File: config.mk
export PLATFORM = sky130hd
export DESIGN_NAME = hazard_scoreboard_ctrl
export DESIGN_NICKNAME = d
export VERILOG_FILES = /design/src/rtl/hazard_scoreboard_ctrl.sv
export SDC_FILE = /design/constraint.sdc
export NUM_CORES = 1
export LEC_CHECK = 0
export BUFFER_PORTS_ARGS = -buffer_cell sky130_fd_sc_hd__buf_2
export CORE_AREA = 2 2 134 136
export CTS_CLUSTER_DIAMETER = 40
export DETAILED_ROUTE_END_ITERATION = 16
export DIE_AREA = 0 0 136 138
export SYNTH_ARGS = -nofsm -noshare
export SYNTH_HDL_FRONTEND = slang
export SYNTH_SLANG_ARGS = --single-unit
File: constraint.sdc
create_clock -name clk -period 3.45 [get_ports clk]
set_input_delay 0.1725 -clock clk [delete_from_list [all_inputs] [get_ports clk]]
set_output_delay 0.1725 -clock clk [all_outputs]
set_load 0.05 [all_outputs]
File: src/rtl/hazard_scoreboard_ctrl.sv
// Issue/hazard sequencer: per-register scoreboard with RAW/WAW stall and redirect flush window.
// Optional performance counters are enabled by defining HAZ_PERF_EN.
module hazard_scoreboard_ctrl #(
    parameter int NUM_REGS     = 16,
    parameter int CNT_W        = 2,
    parameter int FLUSH_CYCLES = 2
) (
    input  logic                clk,
    input  logic                reset,
    input  logic                dec_valid,
    input  logic [3:0]          dec_s1RegAddr,
    input  logic [3:0]          dec_s2RegAddr,
    input  logic                dec_usesS1,
    input  logic                dec_usesS2,
    input  logic [3:0]          dec_dRegAddr,
    input  logic                dec_regFileWrtEn,
    input  logic [1:0]          ex_pcSel,
    input  logic                wb_regFileWrtEn,
    input  logic [3:0]          wb_dRegAddr,
    output logic                issue,
    output logic                stall,
    output logic                flush,
    output logic [NUM_REGS-1:0] busyRegs,
    output logic                sbErr
`ifdef HAZ_PERF_EN
    ,
    output logic [31:0]         stallCycles,
    output logic [31:0]         flushCycles,
    output logic [31:0]         issueCount
`endif
);

    localparam int FW = (FLUSH_CYCLES > 1) ? $clog2(FLUSH_CYCLES) : 1;
    localparam logic [FW-1:0] FLUSH_LOAD = FW'(FLUSH_CYCLES - 1);

    logic [CNT_W-1:0]    cnt_q [NUM_REGS];
    logic [CNT_W-1:0]    cnt_d [NUM_REGS];
    logic [FW-1:0]       flush_cnt_q;
    logic [FW-1:0]       flush_cnt_d;
    logic [NUM_REGS-1:0] busy_q;
    logic [NUM_REGS-1:0] busy_d;
    logic                sb_err_q;
    logic                sb_err_d;

    logic redirect;
    logic flush_w;
    logic hazard;
    logic issue_w;
    logic stall_w;
    logic inc;
    logic dec;

    // Redirect detection, hazard check against pre-update counts, issue/stall decision
    always_comb begin
        redirect = (ex_pcSel != 2'b00);
        flush_w  = redirect | (flush_cnt_q != '0);
        hazard   = (dec_usesS1 & (cnt_q[dec_s1RegAddr] != '0))
                 | (dec_usesS2 & (cnt_q[dec_s2RegAddr] != '0))
                 | (dec_regFileWrtEn & (cnt_q[dec_dRegAddr] == '1));
        issue_w  = dec_valid & ~flush_w & ~hazard;
        stall_w  = dec_valid & ~flush_w & hazard;
        inc      = issue_w & dec_regFileWrtEn;
        dec      = wb_regFileWrtEn;
    end

    // Outputs are forced low while reset is asserted
    assign issue    = ~reset & issue_w;
    assign stall    = ~reset & stall_w;
    assign flush    = ~reset & flush_w;
    assign busyRegs = busy_q;
    assign sbErr    = sb_err_q;

    // Flush window counter: reload on redirect, otherwise count down to zero
    always_comb begin
        flush_cnt_d = flush_cnt_q;
        if (redirect) begin
            flush_cnt_d = FLUSH_LOAD;
        end else if (flush_cnt_q != '0) begin
            flush_cnt_d = flush_cnt_q - 1'b1;
        end
    end

    // Scoreboard next state; a matched issue/retire on one register cancels out
    always_comb begin
        for (int i = 0; i < NUM_REGS; i++) begin
            cnt_d[i] = cnt_q[i];
        end
        sb_err_d = sb_err_q;
        if (inc && dec && (dec_dRegAddr == wb_dRegAddr)) begin
            sb_err_d = sb_err_q;
        end else begin
            if (inc) begin
                cnt_d[dec_dRegAddr] = cnt_q[dec_dRegAddr] + 1'b1;
            end
            if (dec) begin
                if (cnt_q[wb_dRegAddr] != '0) begin
                    cnt_d[wb_dRegAddr] = cnt_q[wb_dRegAddr] - 1'b1;
                end else begin
                    sb_err_d = 1'b1;
                end
            end
        end
    end

    // Busy vector reflects the post-update counts
    always_comb begin
        for (int i = 0; i < NUM_REGS; i++) begin
            busy_d[i] = (cnt_d[i] != '0);
        end
    end

    // State registers
    always_ff @(posedge clk or posedge reset) begin
        if (reset) begin
            for (int i = 0; i < NUM_REGS; i++) begin
                cnt_q[i] <= '0;
            end
            flush_cnt_q <= '0;
            busy_q      <= '0;
            sb_err_q    <= 1'b0;
        end else begin
            for (int i = 0; i < NUM_REGS; i++) begin
                cnt_q[i] <= cnt_d[i];
            end
            flush_cnt_q <= flush_cnt_d;
            busy_q      <= busy_d;
            sb_err_q    <= sb_err_d;
        end
    end

`ifdef HAZ_PERF_EN
    logic [31:0] stall_cycles_q;
    logic [31:0] flush_cycles_q;
    logic [31:0] issue_count_q;

    // Free-running event counters, wrapping at 2^32
    always_ff @(posedge clk or posedge reset) begin
        if (reset) begin
            stall_cycles_q <= '0;
            flush_cycles_q <= '0;
            issue_count_q  <= '0;
        end else begin
            if (stall_w) begin
                stall_cycles_q <= stall_cycles_q + 32'd1;
            end
            if (flush_w) begin
                flush_cycles_q <= flush_cycles_q + 32'd1;
            end
            if (issue_w) begin
                issue_count_q <= issue_count_q + 32'd1;
            end
        end
    end

    assign stallCycles = stall_cycles_q;
    assign flushCycles = flush_cycles_q;
    assign issueCount  = issue_count_q;
`endif

endmodule
==> results.json, run 1 <==
{
  "outcome": "completed",
  "core.rowCount": 49,
  "p_comb_frac": 0.561,
  "ir_worst_vdd_mv": 0.2499,
  "internal_power_uw": 2074,
  "worst_pin_slew_ps": 713.1,
  "ys_top_cells_by_area": "dfrtp_1, mux4_2, nor2_1",
  "nNetsFinal": 575,
  "hold_path_class": "in -> async",
  "via_per_inst": 5.537,
  "final_hold_viol_count": 0,
  "stdcell_count": 777,
  "remaining_drc_errors": 0,
  "floorplan.die.width_um": 136,
  "clock_sinks": 50,
  "port_buffers": 44,
  "insertion_delay_ps": 290,
  "drt_pass1_iterations": 7,
  "hold_buffers": 0,
  "critical_path.endpoint_type": "primary output",
  "p_switching_uw": 1943,
  "netSwitchingFraction": 0.4837,
  "path_clk_slew_ps": 60,
  "cp_slowest_stage_delay_ps": 520,
  "rsz0062_at_grt": "false",
  "synth_area_mm2": 0.004282,
  "synth_top_area_frac": 0.2922,
  "path_cells": "mux4_2, mux4_2, ha_1, nand2_1, o21a_1, buf_4, nand2_1, nor2_1, buf_2",
  "htree_levels": 2,
  "cts_root_buffer": "clkbuf_16",
  "p_clk_frac": 0.120,
  "timing.hold.ws_ps": 63.59,
  "crit_family": "multiplexers",
  "p_seq_frac": 0.318,
  "syn_avg_cell_area_um2": 8.939,
  "core_mm2": 0.01753,
  "path_class": "reg -> out",
  "synth_top_area_cell": "dfrtp_1",
  "cts_tree": "built",
  "drt-total-wl_um": 16220,
  "startpoint_type": "flip-flop",
  "fin_tns_setup_ps": 0,
  "ys_types": 72,
  "num_vias": 4302,
  "routabilityCongestion": 0.9954,
  "p_leak_uw": 0.002016,
  "ys_seq_area_frac": 0.2922,
  "drt_iter0_drc": 554,
  "powerDensity_mw_per_mm2": 790.1,
  "diodes": 0,
  "grt_pass1_vias": 4167,
  "synth-edff-count": 0,
  "cp_num_buf_inv": 2,
  "io_pins": 45,
  "grt_max_degree": 51,
  "ant_nets": 0,
  "die_area_mm2": 0.01877,
  "die_h_um": 138,
  "final_cell_mix": "nor2_1, dfrtp_1, buf_4",
  "syn-instance-count": 479,
  "dpl.hpwl_um": 12580,
  "n_fill_cell": 1900,
  "fmax_mhz": 302.4,
  "antenna_found_initial": 0,
  "period_minus_slack_ps": 3307,
  "finalSetupViolCount": 0,
  "grt_pass1_wl_um": 25230,
  "ys_async_sr_fraction": 1.000,
  "syn-num-nets": 506,
  "slowest_stage": "mux4_2",
  "slew_headroom": 0.5205,
  "maxCapViolations": 0,
  "avgRoutedWirePerCell_um": 20.88,
  "ff2ff_setup_slack_ps": 180,
  "ys_ff_latch": 50,
  "numCtsBuffers": 5,
  "critPathMaxFanout": 5,
  "area_growth_pct": 18.76,
  "min_period_over_period": 0.9585,
  "slew_viol_final": 0,
  "dp_cells": 764,
  "skew_ps": 6.126,
  "track_usage": 0.1752,
  "arrival_ps": 3130,
  "grt_overflow_total": 0,
  "drive_gt1_frac": 0.2591,
  "mostFrequentLayoutCell": "nor2_1",
  "critPathRequiredTime_ps": 3280,
  "initial_core_util": 0.2442,
  "synthFlopType": "dfrtp_1",
  "clock_path_buffers": 2,
  "ys.warnings.count": 0
}
[logic make-up after synthesis]
group	count (synthesis)	share of synthesized area
flops	50	0.2922
fa+ha+maj	2	0.005844
xor+xnor	4	0.008182
simple gates	215	0.2551
compound gates	130	0.2221
buf+inv	41	0.06049
mux	37	0.1560
[metrics by stage]
step / cell area (um2) / setup WS, ps / utilization / total power, uW
after global routing: 5085 / 28.51 / 0.2900 / 4243
after floorplan: 4282 / 254.9 / - / 2570
after detailed placement: 4895 / 263.6 / 0.2791 / 3427
after CTS: 5027 / 0.4190 / 0.2867 / 3926
final: 5085 / 143.1 / 0.2900 / 4018
after global placement: 4895 / 252.6 / 0.2791 / 3439
[power by group through the flow]
stage               combinational (uW)  sequential [uW]  clock (uW)
finish                            2260             1280         483
global route                      2420             1300         519
CTS                               2170             1260         496
detailed placement                2160             1270           0
global placement                  2160             1280           0
floorplan                         1250             1320           0
[registers in the layout, indices dropped and copies added (netlist names)]
| name | flops |
|---|---|
| flush_cnt_q | 1 |
| busyRegs | 16 |
| cnt_q | 32 |
| sbErr | 1 |
[final timing paths]
path,start,end,depth (start not counted)
max,cnt_q[9]$_DFF_PP0_,issue,9
min,reset,cnt_q[30]$_DFF_PP0_,3
max reg2reg,cnt_q[9]$_DFF_PP0_,busyRegs[1]$_DFF_PP0_,10
min reg2reg,sbErr$_DFFE_PP0P_,sbErr$_DFFE_PP0P_,1
max in group asynchronous,reset,busyRegs[11]$_DFF_PP0_,3
min in group clk,ex_pcSel[0],flush_cnt_q$_DFF_PP0_,2
[layout make-up]
type	count	area (um2)	share of cell area
clock buffers	7	132.6	0.02608
flip-flops and latches	50	1251	0.2461
inverters	12	45.04	0.008858
multi-input cells	388	2784	0.5475
repair buffers	91	585.6	0.1152
well taps	229	286.5	0.05635
[worst reg2reg max path, cell delays in order (launching register included)]
cell	delay, ps
dfrtp_1	480
mux4_2	510
mux4_2	520
ha_1	210
nand2_1	170
o21ai_4	120
buf_4	180
o31ai_4	510
buf_4	240
o21ai_0	110
o32ai_1	130
[synthesized netlist by cell type (5+ instances only)]
library cell	count
nand2_1	33
buf_2	7
o22ai_1	19
o211ai_1	7
a21oi_1	22
nand4_1	5
mux4_2	21
and3_1	8
o21ai_0	27
o32ai_1	8
o311ai_0	5
nand2b_1	13
nor3_1	18
clkbuf_1	8
dfrtp_1	50
mux2i_1	12
buf_6	7
o31ai_1	7
nor2_1	79
inv_1	12
nand3_1	18
[routing by layer]
| metal | up-vias | GRT usage | wire, um |
|---|---|---|---|
| li1 | 1969 | - | - |
| met1 | 2067 | 0.2510 | 6892 |
| met2 | 233 | 0.2634 | 7336 |
| met3 | 33 | 0.02824 | 1438 |
| met4 | 0 | 0.06798 | 556 |
| met5 | - | 0 | 0 |
[repair_timing]
action	4_1_cts	5_1_grt
setup endpoints to repair	0	5
resized for setup	0	2
buffers inserted	0	6
Note: power is estimated with default switching activity, not from simulation.
==> inputs of run 2 (changes only) <==
==> constraint.sdc (replaced) <==
create_clock -name clk -period 3.1 [get_ports clk]
set_input_delay 0.155 -clock clk [delete_from_list [all_inputs] [get_ports clk]]
set_output_delay 0.155 -clock clk [all_outputs]
set_load 0.05 [all_outputs]
==> run 2 against run 1 <==
  * Hold slack got worse by 1.5 ps
  * First-iteration DRC count grew 30%
  * Combinational power grew 31%
  * Design area increased by 7.5%
  * Count of clock-buffer cells in the layout shrank 1
  * Global-route usage is 0.92 points higher
  * Clock skew is 1.5 ps lower
  * Critical path depth is the same
  * Cell count up 3.1%
  * Clock power up 55%
  * Core utilization up 2.2 points
==> results.json, run 2 (synthesis results as in run 1) <==
{
  "outcome": "completed",
  "wl_met3_um": 1577,
  "nNetsFinal": 598,
  "fin_tns_setup_ps": 0,
  "dp_slack_ps": -216.4,
  "clock_path_buffers": 2,
  "ant_nets": 0,
  "initial_core_util": 0.2442,
  "cp_num_buf_inv": 2,
  "grt_pass1_wl_um": 26120,
  "num_vias": 4542,
  "p_leak_uw": 0.002188,
  "via_per_inst": 5.670,
  "skew_ps": 4.672,
  "drive_gt1_frac": 0.3357,
  "area_growth_pct": 27.64,
  "numCtsBuffers": 5,
  "slowest_stage": "mux4_2",
  "drt-total-wl_um": 17550,
  "powerDensity_mw_per_mm2": 913.2,
  "p_seq_frac": 0.259,
  "final_cell_mix": "nor2_1, buf_4, buf_2",
  "setup_slack_ps": 35.36,
  "antenna_found_initial": 0,
  "rsz0062_at_grt": "true",
  "grt_max_degree": 51,
  "netSwitchingFraction": 0.4615,
  "path_cells": "mux4_2, mux4_2, ha_1, nand2_4, o21ai_4, buf_8, nor2_1, nor2_1, clkbuf_4",
  "worst_pin_slew_ps": 674.4,
  "power_uw": 4991,
  "ir_worst_vdd_mv": 0.2477,
  "top_layer": "met4",
  "hold_path_class": "in -> async",
  "core.rowCount": 49,
  "core_mm2": 0.01753,
  "grt_pass1_vias": 4185,
  "wl_met2_um": 7957,
  "utilization": 0.3117,
  "routabilityCongestion": 1.029,
  "htree_levels": 2,
  "largest_reg_flops": 32,
  "period_minus_slack_ps": 3065,
  "drt_pass1_iterations": 5,
  "crit_family": "multiplexers",
  "p_clk_frac": 0.150,
  "critPathRequiredTime_ps": 2940,
  "maxCapViolations": 0,
  "slew_viol_final": 0,
  "path_clk_slew_ps": 70,
  "die_area_mm2": 0.01877,
  "grt_overflow_total": 0,
  "startpoint_type": "flip-flop",
  "avgRoutedWirePerCell_um": 21.91,
  "p_switching_uw": 2304,
  "critPathMaxFanout": 18,
  "cp_slowest_stage_delay_ps": 500,
  "port_buffers": 44,
  "dp_cells": 789,
  "die_h_um": 138,
  "critical_path.endpoint_type": "primary output",
  "track_usage": 0.1844,
  "slew_headroom": 0.5504,
  "wl_met1_um": 7422,
  "path_class": "reg -> out",
  "cts_root_buffer": "clkbuf_16",
  "min_period_over_period": 0.9886,
  "final_hold_viol_count": 0,
  "arrival_ps": 2910,
  "clock_sinks": 50,
  "io_pins": 45,
  "p_comb_frac": 0.591,
  "fmax_mhz": 326.3,
  "finalSetupViolCount": 0,
  "dpl.hpwl_um": 13580,
  "insertion_delay_ps": 300,
  "cts_tree": "built",
  "mostFrequentLayoutCell": "nor2_1",
  "diodes": 0,
  "internal_power_uw": 2687,
  "floorplan.die.width_um": 136,
  "top_register": "cnt_q",
  "drt_iter0_drc": 722,
  "remaining_drc_errors": 0,
  "stdcell_count": 801
}
## run 2: per-layer routing
layer | global-route usage | up-vias
met2 | 0.2841 | 272
met3 | 0.02494 | 40
li1 | - | 2017
met5 | 0 | -
met1 | 0.2673 | 2213
met4 | 0.05702 | 0
## run 2: path summary, 6_finish.rpt
check / startpoint / end / slack (ps) / cells after the start
worst max-delay path: cnt_q[29]$_DFF_PP0_ / stall / 40 / 9
min in group clk: ex_pcSel[1] / flush_cnt_q$_DFF_PP0_ / 80 / 2
worst min register to register: sbErr$_DFFE_PP0P_ / sbErr$_DFFE_PP0P_ / 550 / 1
worst max register to register: cnt_q[29]$_DFF_PP0_ / busyRegs[5]$_DFF_PP0_ / 60 / 9
max in group asynchronous: reset / cnt_q[14]$_DFF_PP0_ / 2540 / 3
worst min-delay path: reset / busyRegs[0]$_DFF_PP0_ / 60 / 3
## run 2: power groups by stage
stage | Combinational [uW] | Clock [uW] | Sequential [uW]
6_report | 2950 | 747 | 1290
5_1_grt | 3110 | 786 | 1330
4_1_cts | 2770 | 758 | 1270
3_5_place_dp | 2720 | 0 | 1280
3_3_place_gp | 2740 | 0 | 1270
2_1_floorplan | 1400 | 0 | 1460
## run 2: worst register-to-register path, stage by stage, from the launching register on
cell and delay [ps]:
dfrtp_1 470, mux4_2 500, mux4_2 490, ha_1 230, nand2_4 120, o21ai_4 120, buf_4 170, or4_1 500
o2111ai_1 170, o31ai_1 140
## run 2: cell type report
class	instances	area, um2
Timing Repair Buffer	113	774.5
Multi-Input combinational cell	389	2898
Clock buffer	6	138.9
Tap cell	229	286.5
Fill cell	1862	12070
Clock inverter	2	60.06
Sequential cell	50	1262
Inverter	12	45.04
## run 2: per-stage QoR
stage / instance area [um2] / hold slack (ps)
2_1_floorplan: 4284 / 277.9
3_3_place_gp: 5085 / 379.4
3_5_place_dp: 5085 / 384.4
4_1_cts: 5318 / 74.87
5_1_grt: 5465 / 77.81
6_report: 5465 / 62.10
## run 2: timing repair
| item | 4_1_cts | 5_1_grt |
|---|---|---|
| buffers inserted | 2 | 1 |
| resized for setup | 7 | 29 |
| hold buffers | 0 | 0 |
| pin swaps | 1 | 4 |
| setup endpoints to repair | 13 | 24 |
| endpoints found under the hold margin | 0 | 0 |
| gates cloned | 0 | 1 |
==> inputs of run 3 (changes only) <==
--- a/config.mk
+++ b/config.mk
@@ -6,10 +6,10 @@
 export NUM_CORES = 1
 export LEC_CHECK = 0
 export BUFFER_PORTS_ARGS = -buffer_cell sky130_fd_sc_hd__buf_2
-export CORE_AREA = 2 2 134 136
+export CORE_AREA = 2 2 150 123
 export CTS_CLUSTER_DIAMETER = 40
 export DETAILED_ROUTE_END_ITERATION = 16
-export DIE_AREA = 0 0 136 138
+export DIE_AREA = 0 0 152 125
 export SYNTH_ARGS = -nofsm -noshare
 export SYNTH_HDL_FRONTEND = slang
 export SYNTH_SLANG_ARGS = --single-unit
==> run 3 against run 2 <==
  * Clock skew rose by 1.7 ps
  * Register-to-register slack improved by 20 ps
  * Cell count rose by 0.75%
  * Die area increased by 1.2%
  * Critical path type is now reg -> reg
==> results.json, run 3 (synthesis results as in run 1) <==
{
  "cts_setup_buffers": 0,
  "cts_root_buffer": "clkbuf_16",
  "path_clk_slew_ps": 70,
  "remaining_drc_errors": 0,
  "final_cell_mix": "nor2_1, buf_4, buf_2",
  "placed_cell_area_mm2": 0.005194,
  "r2r_start": "cnt_q[1]$_DFF_PP0_",
  "dpl.hpwl_um": 13800,
  "fmax_mhz": 331.1,
  "drt_pass1_iterations": 6,
  "grt_pass1_wl_um": 26520,
  "routabilityCongestion": 1.027,
  "timing.hold.ws_ps": 47.77,
  "drive_gt1_frac": 0.3397,
  "startpoint_type": "flip-flop",
  "grt_pass1_vias": 4200,
  "power_uw": 4846,
  "worst_pin_slew_ps": 690.1,
  "ant_nets": 0,
  "min_period_over_period": 0.9744,
  "hold_buffers": 0,
  "initial_core_util": 0.2423,
  "floorplan.die.width_um": 152,
  "grt_overflow_total": 0,
  "skew_ps": 6.352,
  "maxCapViolations": 0,
  "ir_worst_vdd_mv": 0.3001,
  "slew_headroom": 0.5384,
  "htree_levels": 2,
  "p_leak_uw": 0.002172,
  "ff2ff_setup_slack_ps": 80,
  "core_mm2": 0.01767,
  "io_pins": 45,
  "largest_reg_flops": 32,
  "reg2reg_depth": 8,
  "finalSetupViolCount": 0,
  "reg2reg_to": "busyRegs[7]$_DFF_PP0_",
  "critPathRequiredTime_ps": 3240,
  "final_hold_viol_count": 0,
  "core.rowCount": 44,
  "final_cell_area_mm2": 0.005408,
  "via_per_inst": 5.679,
  "outcome": "completed",
  "hold_path_class": "in -> async",
  "critical_path.endpoint_type": "flip-flop",
  "drt_iter0_drc": 602,
  "die_h_um": 125,
  "period_minus_slack_ps": 3021,
  "numCtsBuffers": 5,
  "port_buffers": 44,
  "cts_tree": "built",
  "top_register": "cnt_q",
  "clock_sinks": 50,
  "die_area_mm2": 0.01900,
  "num_vias": 4583,
  "utilization": 0.3060,
  "track_usage": 0.1818,
  "stdcell_count": 807,
  "path_class": "reg -> reg",
  "mostFrequentLayoutCell": "nor2_1",
  "nNetsFinal": 605,
  "diodes": 0,
  "critPathMaxFanout": 8,
  "area_growth_pct": 26.30,
  "clock_path_buffers": 2,
  "arrival_ps": 3170,
  "grt_max_degree": 51,
  "dp_cells": 801,
  "antenna_found_initial": 0,
  "rsz0062_at_grt": "false",
  "avgRoutedWirePerCell_um": 21.77,
  "drt-total-wl_um": 17570,
  "slew_viol_final": 0,
  "powerDensity_mw_per_mm2": 896.2,
  "insertion_delay_ps": 300
}
-- run 3: cell types whose count changed in the layout (fill, tap and decap cells not counted), sizes merged --
cell,before,now
buf,112,120
o21ai,29,28
bufinv,2,0
-- run 3: cell type report --
type	instances	area, um2
multi-input combinational	388	2821
timing repair buffer	121	848.3
inverter	12	45.04
tap	230	287.8
clock buffer	6	138.9
fill	1885	12260
sequential	50	1266
-- run 3: power breakdown --
group | leakage [uW] | internal, uW | switching, uW
clock | 0.0000688 | 313 | 241
sequential | 0.000544 | 965 | 358
combinational | 0.00156 | 1260 | 1710
total | 0.00217 | 2540 | 2300
-- run 3: worst max path at each step --
stage                                    from                endpoint  slack, ps  depth (start not counted)
after floorplan                wb_dRegAddr[1]   busyRegs[0]$_DFF_PP0_         40                         12
after global placement        dec_dRegAddr[0]  busyRegs[15]$_DFF_PP0_        -90                         11
after detailed placement      dec_dRegAddr[0]  busyRegs[15]$_DFF_PP0_        -60                         11
after CTS                  cnt_q[1]$_DFF_PP0_  busyRegs[14]$_DFF_PP0_         20                         10
after global routing      cnt_q[25]$_DFF_PP0_   busyRegs[9]$_DFF_PP0_          7                          9
final                      cnt_q[1]$_DFF_PP0_   busyRegs[7]$_DFF_PP0_         80                          8
-- run 3: metal layers --
layer,vias up,share of wire,global-route usage
met5,-,0,0
met4,0,0.021,0.04068
met3,31,0.10,0.04610
met2,269,0.41,0.2583
met1,2251,0.46,0.2753
li1,2032,-,-
-- run 3: critical path, cell delays in order, from the launching register on --
cell	delay, ps
dfrtp_2	450
mux4_2	500
mux4_2	500
ha_2	210
nand2_4	90
o21ai_4	90
or3_1	610
o22ai_1	270
o22ai_1	140
-- run 3: stage by stage --
step	setup WS (ps)	setup TNS (ps)
finish	79.46	0
global route	7.261	0
CTS	21.51	0
detailed placement	-63.22	-433.5
global placement	-93.35	-712.7
floorplan	42.28	0
-- run 3: what timing repair did --
action	CTS	global route
gates resized for setup	5	25
setup endpoints to repair	9	24
pin swaps	0	3
